==> src/rtl/step_led_display.sv <==
// Registered, paged LED front-end for the step sequencer: cursor, hit pattern, page index, beat tick.
// Optional STEP_LED_DIM_EN dims non-cursor pattern LEDs with a 4-bit PWM.
module step_led_display #(
  parameter int NUM_LEDS  = 10,
  parameter int PAGE_LEDS = 8,
  parameter int NUM_STEPS = 16,
  parameter int BLINK_DIV = 12_500_000,
  parameter int DIM_DUTY  = 4,
  localparam int SW = $clog2(NUM_STEPS),
  localparam int PW = NUM_LEDS - PAGE_LEDS
) (
  input  logic                 clk,
  input  logic                 reset,
  input  logic [SW-1:0]        beat,
  input  logic                 run,
  input  logic [PW-1:0]        page_sel,
  input  logic [NUM_STEPS-1:0] pattern,
  output logic [NUM_LEDS-1:0]  LEDR,
  output logic [PW-1:0]        page,
  output logic                 beat_tick
);

  localparam int NP = (NUM_STEPS + PAGE_LEDS - 1) / PAGE_LEDS;
  localparam int BW = (BLINK_DIV > 2) ? $clog2(BLINK_DIV) : 1;

  if (PW < 1 || NP > (1 << PW)) begin : g_bad_pages
    $error("step_led_display: page field cannot hold all pages");
  end
  if (BLINK_DIV < 2) begin : g_bad_blink
    $error("step_led_display: BLINK_DIV must be >= 2");
  end
  if (DIM_DUTY < 1 || DIM_DUTY > 15) begin : g_bad_duty
    $error("step_led_display: DIM_DUTY must be 1..15");
  end

  typedef enum logic {
    HIDE = 1'b0,
    SHOW = 1'b1
  } blink_t;

  blink_t               state;
  blink_t               state_nxt;
  logic [BW-1:0]        blink_cnt;
  logic [BW-1:0]        cnt_nxt;
  logic                 blink_ph;
  logic                 wrap;
  logic [SW-1:0]        last_beat;
  logic [PW-1:0]        page_nxt;
  logic [PAGE_LEDS-1:0] pat_win;
  logic [PAGE_LEDS-1:0] cur_mask;
  logic [PAGE_LEDS-1:0] step_nxt;
  logic                 on_page;
  logic                 pg_ok;
  logic                 cur_on;
  logic                 dim;
  int                   bi;
  int                   tgt;
  int                   off;

  always_ff @(posedge clk) begin
    if (reset) begin
      state     <= SHOW;
      blink_cnt <= '0;
    end else begin
      state     <= state_nxt;
      blink_cnt <= cnt_nxt;
    end
  end

  assign wrap = !run && (blink_cnt == BW'(BLINK_DIV - 1));

  always_comb begin
    state_nxt = state;
    cnt_nxt   = blink_cnt + BW'(1);
    unique case (1'b1)
      run: begin
        state_nxt = SHOW;
        cnt_nxt   = '0;
      end
      wrap: begin
        state_nxt = (state == SHOW) ? HIDE : SHOW;
        cnt_nxt   = '0;
      end
      default: ;
    endcase
  end

  always_comb begin
    blink_ph = (state == SHOW);
  end

`ifdef STEP_LED_DIM_EN
  logic [3:0] pwm_cnt;

  always_ff @(posedge clk) begin
    if (reset) begin
      pwm_cnt <= '0;
    end else begin
      pwm_cnt <= pwm_cnt + 4'd1;
    end
  end

  assign dim = (pwm_cnt < 4'(DIM_DUTY));
`else
  assign dim = 1'b1;
`endif

  // An out-of-range target page keeps the previous page on display
  always_comb begin
    bi       = 32'(beat);
    tgt      = run ? (bi / PAGE_LEDS) : 32'(page_sel);
    pg_ok    = (tgt < NP) && (!run || bi < NUM_STEPS);
    page_nxt = pg_ok ? PW'(tgt) : page;
  end

  always_comb begin
    on_page  = (bi < NUM_STEPS) && ((bi / PAGE_LEDS) == 32'(page_nxt));
    off      = bi - 32'(page_nxt) * PAGE_LEDS;
    cur_mask = '0;
    if (on_page) begin
      cur_mask = PAGE_LEDS'(1) << off;
    end
    pat_win  = PAGE_LEDS'({{PAGE_LEDS{1'b0}}, pattern}
                          >> (32'(page_nxt) * PAGE_LEDS));
    cur_on   = run | blink_ph;
    step_nxt = (pat_win & ~cur_mask & {PAGE_LEDS{dim}})
             | (cur_mask & {PAGE_LEDS{cur_on}});
  end

  always_ff @(posedge clk) begin
    if (reset) begin
      LEDR      <= '0;
      page      <= '0;
      beat_tick <= 1'b0;
      last_beat <= '0;
    end else begin
      LEDR      <= {page_nxt, step_nxt};
      page      <= page_nxt;
      beat_tick <= (beat != last_beat);
      last_beat <= beat;
    end
  end

endmodule
==> config.mk <==
export PLATFORM = sky130hd
export DESIGN_NAME = step_led_display
export DESIGN_NICKNAME = d
export VERILOG_FILES = /design/src/rtl/step_led_display.sv
export SDC_FILE = /design/constraint.sdc
export NUM_CORES = 1
export LEC_CHECK = 0
export CAP_MARGIN = 10
export CORE_MARGIN = 3
export CORE_UTILIZATION = 55
export DETAILED_ROUTE_END_ITERATION = 10
export GPL_ROUTABILITY_DRIVEN = 0
export MAX_ROUTING_LAYER = met4
export PLACE_DENSITY = 0.83
export SLEW_MARGIN = 30
export SYNTH_ARGS = -nofsm -noshare
export SYNTH_HDL_FRONTEND = slang
export SYNTH_SLANG_ARGS = --single-unit
==> constraint.sdc <==
create_clock -name clk -period 5.3 [get_ports clk]
set_input_delay 1.06 -clock clk [delete_from_list [all_inputs] [get_ports clk]]
set_output_delay 1.06 -clock clk [all_outputs]
set_load 0.005 [all_outputs]
==> results of run 1 <==
path summary, 6_finish.rpt:
kind / endpoint / cells after the start / start / slack, ns
setup reg to reg: LEDR[0] / 8 / LEDR[8] / 2.91
hold reg to reg: blink_cnt[0] / 1 / blink_cnt[0] / 0.47
hold / removal: blink_cnt[0] / 1 / blink_cnt[0] / 0.47
setup / recovery: LEDR[0] / 9 / page_sel[1] / 1.88
metrics by stage:
stage | cells | power [W]
floorplan | 232 | 0.0003652
detailed placement | 301 | 0.0004068
global placement | 301 | 0.0004057
global route | 308 | 0.0006164
finish | 308 | 0.0005869
CTS | 308 | 0.0005940
worst register-to-register path, cell delays in order (launching register included):
cell and delay [ns]:
dfxtp_1 0.32, mux2_2 0.38, nor2_1 0.12, a21oi_1 0.07
ha_1 0.32, nor3b_1 0.23, o21ai_0 0.25, o32a_1 0.35
a221oi_1 0.25
synthesized netlist by cell type (4+ instances only):
| master | n |
|---|---|
| nor2b_1 | 6 |
| nand4_1 | 4 |
| o21ai_0 | 11 |
| xor2_1 | 4 |
| nand3_1 | 9 |
| a221oi_1 | 6 |
| xnor2_1 | 11 |
| dfxtp_1 | 40 |
| a21oi_1 | 11 |
| nand2_1 | 21 |
| o22a_1 | 4 |
| or3_1 | 8 |
| nor3_1 | 5 |
| mux2i_1 | 8 |
| clkbuf_1 | 10 |
| nor2_1 | 19 |
| mux2_2 | 9 |
flip-flops by register name (all words and copies together), names as in the netlist:
register   cells
blink_ph       1
last_beat      4
beat_tick      1
LEDR          10
blink_cnt     24
report_power, final:
part	switching (W)	internal, W
logic	0.0000370	0.0000511
clock network	0.0000965	0.0000893
registers	0.00000370	0.000309
total	0.000137	0.000450
logic make-up after synthesis:
logic type | Yosys count | share of synthesized area
AND/OR/NAND/NOR | 95 | 0.2525
AO/OA/AOI/OAI | 45 | 0.1475
flip-flops | 40 | 0.3951
buffers and inverters | 18 | 0.03827
multiplexers | 17 | 0.08951
XOR/XNOR | 15 | 0.06481
adder cells (fa/ha/maj) | 2 | 0.01234
final cells by class:
type                       count  area [µm²]  area share
multi-input combinational    174        1149      0.4643
clock inverter                 1       5.005    0.002023
inverter                       3       11.26    0.004552
clock buffer                   6       72.57     0.02934
sequential                    40       800.8      0.3237
tap                           46       57.56     0.02327
timing repair buffer          38       377.9      0.1528
per-layer routing:
layer / track usage / vias up / share of wire
met3: 0.06408 / 6 / 0.044
li1: - / 906 / -
met2: 0.3403 / 43 / 0.47
met4: 0.08122 / 0 / 0.015
met1: 0.2955 / 860 / 0.47
met5: - / - / 0
==> impl_results.md, run 1 <==
- Count of final setup violators: 0
- CP Cell Sequence: clkdlybuf4s50_1 -> mux2_2 -> nor2_1 -> a21oi_1 -> ha_1 -> nor3b_1 -> o21ai_0 -> o32a_1 -> a221oi_1
- Async set-or-reset flop fraction in the synthesized netlist: 0
- CP Class: input pin to flip-flop
- Synthesis Warnings: 0
- Diode count: 0
- Hold WS: 0.4696 ns
- RSZ-0062 raised after global routing: false
- Data required time of the worst path: 5.49 ns
- Sequential-to-total area share from yosys stat: 0.3951
- Largest area contributor in the netlist: dfxtp_1
- H-tree levels: 2
- Area post-placement: 2396 µm²
- CTS tree: built
- Post-CTS sizing: 0
- Total CTS buffers: 5
- IO Pins: 38
- Vias in the first global route: ~1.6k
- Max Clock Skew: 0.009867 ns
- Initial core utilization: 0.5889
- FP Rows: 21
- CTS sink count: 40
- Top_reg_cell synth: dfxtp_1
- Die height: 66.71 µm
- Rel. slew slack: 0.5942
- Initial antenna violation count: 0
- GRT overflow: 0
- Die width: 66.71 µm
- Final ANT Viol Nets: 0
- Clock buffer depth: 2
- Post-synth net total: 259
- Routed vias: 1,815
- Max-slew violation count: 0
- Port buffer count: 37
- Post-layout net count: 289
- Residual DRC count: 0
- Largest cells by area after synthesis: dfxtp_1, mux2_2, xnor2_1, mux2i_1, nand2_1
- Later-pin clock latency in the skew report: 0.29 ns
- Library cells used by synthesis: between 40 and 50
- Number of synthesized flops with an enable pin: 0
- Post-layout util: 0.7186
- Final wirelength: ~4500 µm
- GRT Util Overall: 0.2282
- TNS Setup: 0 ns
- Avg Vias per Cell: 5.893
- Iter 0 DRT Violations: 143
- Core Region: roughly 3400 µm²
- Critical Path Slowest Stage Cell: clkdlybuf4s50_1
- Cts hold-fix bufs: 0
- Top delay family on crit path: compound AO/OA/AOI/OAI gates
- DRT Pass-1 Iters: 4
- Wirelength per Cell: 14.73 µm
- Synthesized area: ~2000 µm²
- Crit. End Element: flip-flop
- Fillers: 260
- Peak supply drop: about 180 µV
- Fin area: 2474 µm²
- Seq cells post-synth: 40
- Synth top area share: 0.3951
- Share of cells above drive strength 1: 0.08015
- Fin. Hold Viols: 0
- Commonest non-fill, non-tap cells in the layout: dfxtp_1, clkdlybuf4s50_1, nand2_1, nor2_1
- Largest net degree at the start of global routing: 25
- Dpl ws: approximately 1.6 ns
- Startpoint Class: input pin
- Post-Syn Instances: 232
- Max Cap Viol: 0
- Hpwl dp: approximately 3300 µm
- Post-CTS Setup Inserts: 0
- Die area: approximately 4400 µm²
- Crit path max fanout: 9
- Worst Tran Pin Value: 0.6068 ns
- Period utilization: 0.6455
- Crit path DAT: 3.61 ns
- Leak pwr: 0.8074 nW
- Worst-path clk slew: 0.07 ns
- Status: finished clean
- Buf/Inv on CP: 1
- First-pass GRT wire length: 7486 µm
- Max frequency: 292.3 MHz
- P&R area growth vs syn: 22.04%
- Crit path time final: 3.421 ns
- PwrDens: 237.3 nW/µm²
- Setup ws final: roughly 1.9 ns
- CTS root buf: clkbuf_8
- CP peak stage delay: 0.50 ns
- Most common cell after layout, fill and taps aside: dfxtp_1
- Hold Path Class: flip-flop to flip-flop
- Syn avg cell area: approximately 8.7 µm²
No activity file was read; power rests on OpenSTA's default activity.
==> run 2: changes to the inputs <==
--- a/config.mk
+++ b/config.mk
@@ -7,11 +7,11 @@
 export LEC_CHECK = 0
 export CAP_MARGIN = 10
 export CORE_MARGIN = 3
-export CORE_UTILIZATION = 55
+export CORE_UTILIZATION = 52
 export DETAILED_ROUTE_END_ITERATION = 10
 export GPL_ROUTABILITY_DRIVEN = 0
 export MAX_ROUTING_LAYER = met4
-export PLACE_DENSITY = 0.83
+export PLACE_DENSITY = 0.79
 export SLEW_MARGIN = 30
 export SYNTH_ARGS = -nofsm -noshare
 export SYNTH_HDL_FRONTEND = slang
==> constraint.sdc (replaced) <==
create_clock -name clk -period 3.2 [get_ports clk]
set_input_delay 0.64 -clock clk [delete_from_list [all_inputs] [get_ports clk]]
set_output_delay 0.64 -clock clk [all_outputs]
set_load 0.005 [all_outputs]
==> run 2 against run 1 <==
Clock skew shrank 0.0030 ns. Power up 72%. Combinational power is 69% higher. Die area up 5.3%. Via count fell by 0.55%. Non-clock buffer count up 5. Setup slack lost 1.6 ns. Clock power is 84% higher. Register-to-register slack lost 2.0 ns. Critical path depth did not move. First-iteration DRC count is 17% lower. Sequential cell count unchanged.
==> impl_results.md, run 2 (synthesis results as in run 1) <==
- PwrDens: 399.2 nW/µm² (was 237.3 nW/µm²)
- Buf/Inv on CP: 1 (unchanged)
- Max frequency: roughly 350 MHz
- FP Rows: 22 (was 21)
- Port buffer count: 37 (unchanged)
- Count of final setup violators: 0 (unchanged)
- Diode count: 0 (unchanged)
- Part of the power in registers: 0.514 (was 0.533)
- Share of cells above drive strength 1: 0.09701 (was 0.08015)
- IO Pins: 38 (unchanged)
- TNS Setup: 0 ns (unchanged)
- Later-pin clock latency in the skew report: 0.29 ns (about the same)
- RSZ-0062 raised after global routing: false (unchanged)
- Top delay family on crit path: compound AO/OA/AOI/OAI gates (unchanged)
- CP Cell Sequence: clkdlybuf4s50_1 -> mux2_2 -> nor2_1 -> a21oi_1 -> ha_1 -> nor3b_1 -> o21ai_0 -> o22a_1 -> a221oi_1 (was clkdlybuf4s50_1 -> mux2_2 -> nor2_1 -> a21oi_1 -> ha_1 -> nor3b_1 -> o21ai_0 -> o32a_1 -> a221oi_1)
- Residual DRC count: 0 (unchanged)
- Max-slew violation count: 0 (unchanged)
- Hpwl dp: 3265 µm (was 3296 µm)
- Crit path max fanout: 4 (was 9)
- GRT Util Overall: 0.2160 (was 0.2282)
- Crit. End Element: flip-flop (unchanged)
- Biggest register: blink_cnt (unchanged)
- Startpoint Class: input pin (unchanged)
- Core Region: 3716 µm² (was 3442 µm²)
- CTS root buf: clkbuf_8 (unchanged)
- Clock network fraction of total power: 0.339 (was 0.317)
- Avg Vias per Cell: 5.712 (was 5.893)
- CP peak stage delay: 0.51 ns (was 0.50 ns)
- Clock buffer depth: 2 (unchanged)
- Hold WS: 0.4693 ns (was 0.4696 ns)
- Vias in the first global route: 1,609 (was 1,625)
- Leak pwr: 0.8367 nW (was 0.8074 nW)
- Most common cell after layout, fill and taps aside: dfxtp_1 (unchanged)
- Die width: 68.44 µm (was 66.71 µm)
- Post-CTS Setup Inserts: 0 (unchanged)
- H-tree levels: 2 (unchanged)
- Die height: 68.44 µm (was 66.71 µm)
- Max Cap Viol: 0 (unchanged)
- Fin. Hold Viols: 0 (unchanged)
- Total CTS buffers: 5 (unchanged)
- DRT Pass-1 Iters: 4 (unchanged)
- Post-layout net count: 294 (was 289)
- Largest net degree at the start of global routing: 25 (unchanged)
- P&R area growth vs syn: 24.63% (was 22.04%)
- Crit path DAT: 3.04 ns (was 3.61 ns)
- Status: finished clean (unchanged)
- Peak supply drop: 320.4 µV (was 176.3 µV)
- Internal power: 0.0007760 W (was 0.0004497 W)
- Period utilization: 0.8986
- Routed vias: 1,805 (was 1,815)
- Initial core utilization: 0.5455 (was 0.5889)
- Rel. slew slack: 0.6209 (was 0.5942)
- Final wirelength: 4426 µm (was 4536 µm)
- Die area: 4683 µm² (was 4450 µm²)
- Hold Path Class: flip-flop to flip-flop (unchanged)
- P_sw: 0.0002326 W (was 0.0001372 W)
- Fillers: 320 (was 260)
- Final ANT Viol Nets: 0 (unchanged)
- Crit path time final: about 2.9 ns
- Post-CTS sizing: 0 (unchanged)
- GRT overflow: 0 (unchanged)
- Data required time of the worst path: 3.36 ns (was 5.49 ns)
- Max reg flops: 24 (unchanged)
- Max Clock Skew: 0.006875 ns (was 0.009867 ns)
- Worst-path clk slew: 0.07 ns (about the same)
- CTS tree: built (unchanged)
- Top Registers: blink_cnt (24), LEDR (10), last_beat (4) (unchanged)
- Critical Path Slowest Stage Cell: clkdlybuf4s50_1 (unchanged)
- Combinational fraction of design power: 0.148 (was 0.150)
- CTS sink count: 40 (unchanged)
- Wirelength per Cell: 14.01 µm (was 14.73 µm)
- Sw frac: 0.2306 (was 0.2338)
- CP Class: input pin to flip-flop (unchanged)
- Cts hold-fix bufs: 0 (unchanged)
- Iter 0 DRT Violations: 119 (was 143)
- Initial antenna violation count: 0 (unchanged)
- Total Power: 0.001009 W (was 0.0005869 W)
- First-pass GRT wire length: 7314 µm (was 7486 µm)
- Worst Tran Pin Value: 0.5628 ns (was 0.6068 ns)
- Commonest non-fill, non-tap cells in the layout: dfxtp_1, clkdlybuf4s50_1, nand2_1, nor2_1 (unchanged)
[run 2: through the flow]
stage / setup slack (ns) / instances / utilization / cell area (µm²)
global route: 0.1960 / 316 / 0.6798 / 2526
global placement: 0.1636 / 308 / 0.6556 / 2436
CTS: 0.3204 / 316 / 0.6798 / 2526
finish: 0.3245 / 316 / 0.6798 / 2526
floorplan: 0.6506 / 232 / - / 2027
detailed placement: 0.1088 / 308 / 0.6556 / 2436
[run 2: path summary, 6_finish.rpt]
check                               endpoint  cells past startpoint    startpoint  slack (ns)
worst max register to register       LEDR[1]                      8       LEDR[8]        0.95
worst max-delay path                 LEDR[1]                      9   page_sel[1]        0.32
worst min-delay path            blink_cnt[0]                      1  blink_cnt[0]        0.47
worst min register to register  blink_cnt[0]                      1  blink_cnt[0]        0.47
[run 2: metal layers]
| metal | GRT usage | share of wire | vias up |
|---|---|---|---|
| met4 | 0.08189 | 0.018 | 0 |
| met5 | - | 0 | - |
| met2 | 0.2992 | 0.46 | 37 |
| met1 | 0.2952 | 0.48 | 845 |
| li1 | - | - | 914 |
| met3 | 0.06076 | 0.042 | 9 |
[run 2: area by class of cell]
| type | instances | area (µm²) | share of cell area |
|---|---|---|---|
| clock buffer | 8 | 90.09 | 0.03566 |
| sequential | 40 | 800.8 | 0.3170 |
| multi-input combinational | 174 | 1149 | 0.4547 |
| timing repair buffer | 43 | 415.4 | 0.1644 |
| tap | 48 | 60.06 | 0.02377 |
| inverter | 3 | 11.26 | 0.004458 |
[run 2: power by group through the flow]
stage               registers (W)  logic [W]  clock network [W]
finish                   0.000518   0.000149           0.000342
global route             0.000519   0.000163           0.000382
CTS                      0.000518   0.000150           0.000355
detailed placement       0.000530   0.000148                  0
global placement         0.000529   0.000147                  0
floorplan                0.000530  0.0000752                  0
==> run 3: changes to the inputs <==
--- a/config.mk
+++ b/config.mk
@@ -5,9 +5,10 @@
 export SDC_FILE = /design/constraint.sdc
 export NUM_CORES = 1
 export LEC_CHECK = 0
+export ABC_AREA = 1
 export CAP_MARGIN = 10
 export CORE_MARGIN = 3
-export CORE_UTILIZATION = 52
+export CORE_UTILIZATION = 53
 export DETAILED_ROUTE_END_ITERATION = 10
 export GPL_ROUTABILITY_DRIVEN = 0
 export MAX_ROUTING_LAYER = met4
==> run 3 against run 2 <==
Utilization grew 2.2 points. Register-to-register slack improved by 0.32 ns. Setup slack better by 0.46 ns. Largest power group unchanged.
==> impl_results.md, run 3 <==
- Status: finished clean (unchanged)
- Max-slew violation count: 0 (unchanged)
- Post-synth net total: 360 (was 259)
- Post-layout net count: 400 (was 294)
- Most common cell after layout, fill and taps aside: nand2_1 (was dfxtp_1)
- Post-CTS Setup Inserts: 0 (unchanged)
- Cts hold-fix bufs: 0 (unchanged)
- Routed vias: 2,154 (was 1,805)
- Library cells used by synthesis: 26 (was 44)
- Biggest register: blink_cnt (unchanged)
- TNS Setup: 0 ns (unchanged)
- Critical Path Slowest Stage Cell: clkdlybuf4s50_1 (unchanged)
- RSZ-0062 raised after global routing: false (unchanged)
- H-tree levels: 2 (unchanged)
- Post-synth top cells: nand2_1, nor2_1, inv_1 (was dfxtp_1, nand2_1, nor2_1)
- Count of final setup violators: 0 (unchanged)
- Port buffer count: 37 (unchanged)
- Final ANT Viol Nets: 0 (unchanged)
- Setup ws final: 0.7872 ns (was 0.3245 ns)
- Initial core utilization: 0.5760 (was 0.5455)
- Global route hottest layer: met2 (unchanged)
- Leak pwr: 1.033 nW (was 0.8367 nW)
- Startpoint Class: input pin (unchanged)
- Max frequency: 414.5 MHz (was 347.8 MHz)
- Synthesis Warnings: 0 (unchanged)
- Top delay family on crit path: simple AND/OR/NAND/NOR gates (was compound AO/OA/AOI/OAI gates)
- GRT overflow: 0 (unchanged)
- Synthesized area: 2220 µm² (was 2027 µm²)
- Wirelength per Cell: 11.74 µm (was 14.01 µm)
- Synth top area share: 0.3608 (was 0.3951)
- Most frequent CP cell: nand2_1
- CTS tree: built (unchanged)
- CP Cell Sequence: clkdlybuf4s50_1 -> inv_1 -> nand2_1 -> nand3_2 -> nand2_2 -> ha_1 -> nand2_1 -> nor2_1 -> nand3_1 -> nand2_1 -> a21oi_1 (was clkdlybuf4s50_1 -> mux2_2 -> nor2_1 -> a21oi_1 -> ha_1 -> nor3b_1 -> o21ai_0 -> o22a_1 -> a221oi_1)
- Rel. slew slack: 0.5259 (was 0.6209)
- Core Region: 3854 µm² (was 3716 µm²)
- Sequential-to-total area share from yosys stat: 0.3608 (was 0.3951)
- Die area: 5001 µm² (was 4683 µm²)
- Grt met1 use: 0.2924 (was 0.2952)
- Final wirelength: 4955 µm (was 4426 µm)
- Hold Crit Start: blink_cnt[0] (unchanged)
- Max reg flops: 24 (unchanged)
- Fin. Hold Viols: 0 (unchanged)
- Largest net degree at the start of global routing: 25 (unchanged)
- CP peak stage delay: 0.45 ns (was 0.51 ns)
- Hold Path Class: flip-flop to flip-flop (unchanged)
- Dpl ws: 0.5136 ns (was 0.1088 ns)
- Die height: 70.72 µm (was 68.44 µm)
- Count leader, synth: nand2_1 (was dfxtp_1)
- Top Registers: blink_cnt (24), LEDR (10), last_beat (4) (unchanged)
- Buf/Inv on CP: 2 (was 1)
- Crit path max fanout: 9 (was 4)
- Worst Tran Pin Value: 0.7085 ns (was 0.5628 ns)
- GRT Util Overall: 0.2074 (was 0.2160)
- IO Pins: 38 (unchanged)
- Crit path DAT: 2.59 ns (was 3.04 ns)
- Vias in the first global route: 1,880 (was 1,609)
- Total CTS buffers: 5 (unchanged)
- Syn avg cell area: 6.666 µm² (was 8.737 µm²)
- CTS sink count: 40 (unchanged)
- Commonest non-fill, non-tap cells in the layout: nand2_1, nor2_1, inv_1, dfxtp_1, clkdlybuf4s50_1 (was dfxtp_1, clkdlybuf4s50_1, nand2_1, nor2_1)
- DRT Pass-1 Iters: 4 (unchanged)
- Number of synthesized flops with an enable pin: 0 (unchanged)
- Max Cap Viol: 0 (unchanged)
- Hpwl dp: 3843 µm (was 3265 µm)
- Top_reg_cell synth: dfxtp_1 (unchanged)
- Residual DRC count: 0 (unchanged)
- Later-pin clock latency in the skew report: 0.29 ns (about the same)
- Critical Path Source: run (was page_sel[1])
- FP Rows: 22 (unchanged)
- R2r startpoint: blink_cnt[0] (was LEDR[8])
- Largest cells by area after synthesis: dfxtp_1, nand2_1, nor2_1, inv_1, nand3_1 (was dfxtp_1, mux2_2, xnor2_1, mux2i_1, nand2_1)
- Grt met2 use: 0.2997 (was 0.2992)
- Iter 0 DRT Violations: 162 (was 119)
- Diode count: 0 (unchanged)
- Share of cells above drive strength 1: 0.07219 (was 0.09701)
- P&R area growth vs syn: 21.76% (was 24.63%)
- CP Class: input pin to flip-flop (unchanged)
- Post-CTS sizing: 0 (unchanged)
- First-pass GRT wire length: 8238 µm (was 7314 µm)
- Post-Syn Instances: 333 (was 232)
- PwrDens: 368.2 nW/µm² (was 399.2 nW/µm²)
- Die width: 70.72 µm (was 68.44 µm)
- GRT met3 Usage: 0.04830 (was 0.06076)
- Max Clock Skew: 0.003207 ns (was 0.006875 ns)
- CTS root buf: clkbuf_8 (unchanged)
- Seq cells post-synth: 40 (unchanged)
- Fillers: 343 (was 320)
- Initial antenna violation count: 0 (unchanged)
- Clock buffer depth: 2 (unchanged)
- Async set-or-reset flop fraction in the synthesized netlist: 0 (unchanged)
- Period utilization: 0.7540 (was 0.8986)
- Data required time of the worst path: 3.38 ns (was 3.36 ns)
- Worst-path clk slew: 0.07 ns (about the same)
- Largest area contributor in the netlist: dfxtp_1 (unchanged)
- Crit path time final: 2.413 ns (was 2.876 ns)
- Peak supply drop: 299.8 µV (was 320.4 µV)
- Avg Vias per Cell: 5.104 (was 5.712)
- Crit. End Element: flip-flop (unchanged)
[run 3: changes by cell type after synthesis, moves of 8 or more]
cell      before  now
clkbuf_1      10    1
nor2_1        19   57
or3_1          8    0
mux2i_1        8    0
mux2_2         9    0
nand2_1       21   94
inv_1          3   44
o21ai_0       11    3
nand3_1        9   29
[run 3: kinds of logic (layout without fill, tap and decap cells)]
kind of cell             count (synthesis)  count (layout)  synth area share
AND/OR/NAND/NOR                        203             203            0.4092
buffers and inverters                   50              91           0.09808
flip-flops                              40              40            0.3608
AO/OA/AOI/OAI                           27              27           0.07723
XOR/XNOR                                11              11           0.04341
adder cells (fa/ha/maj)                  2               2           0.01127
[run 3: final timing paths]
check                   to  slack [ns]  depth (start not counted)
max reg2reg  blink_cnt[16]        1.27                          6
max                LEDR[2]        0.79                         11
min           blink_cnt[0]        0.45                          1
min reg2reg   blink_cnt[0]        0.45                          1
[run 3: power breakdown]
group,leakage (nW),switching [W],internal (W)
registers,0.327,0.00000591,0.000513
logic,0.660,0.0000624,0.0000714
clock network,0.0455,0.000167,0.000176
total,1.03,0.000235,0.000760
[run 3: worst reg2reg max path, stage by stage, from the launching register on]
cell	delay [ns]
dfxtp_1	0.36
ha_1	0.28
nand2_2	0.11
nor2_4	0.20
nand3_4	0.13
o21ai_4	0.58
nor2_1	0.13
[run 3: per-stage QoR]
stage	utilization	total power [W]	area (µm²)	std cells	hold slack (ns)
floorplan	-	0.0005958	2220	333	0.4173
global placement	0.6779	0.0006622	2613	414	0.4317
detailed placement	0.6779	0.0006647	2613	414	0.4379
CTS	0.7013	0.001002	2703	422	0.4548
global route	0.7013	0.001041	2703	422	0.4729
finish	0.7013	0.0009952	2703	422	0.4485
[run 3: routing by layer]
metal	share of wire	vias to the layer above
li1	-	1111
met1	0.50	983
met2	0.43	56
met3	0.058	4
met4	0.0085	0
met5	0	-
[run 3: layout make-up]
cell class                 instances  area [µm²]  share of cell area
clock buffer                       8       90.09             0.03333
inverter                          44       165.2             0.06111
multi-input combinational        243        1201              0.4444
sequential                        40       800.8              0.2963
tap                               48       60.06             0.02222
timing repair buffer              39       385.4              0.1426
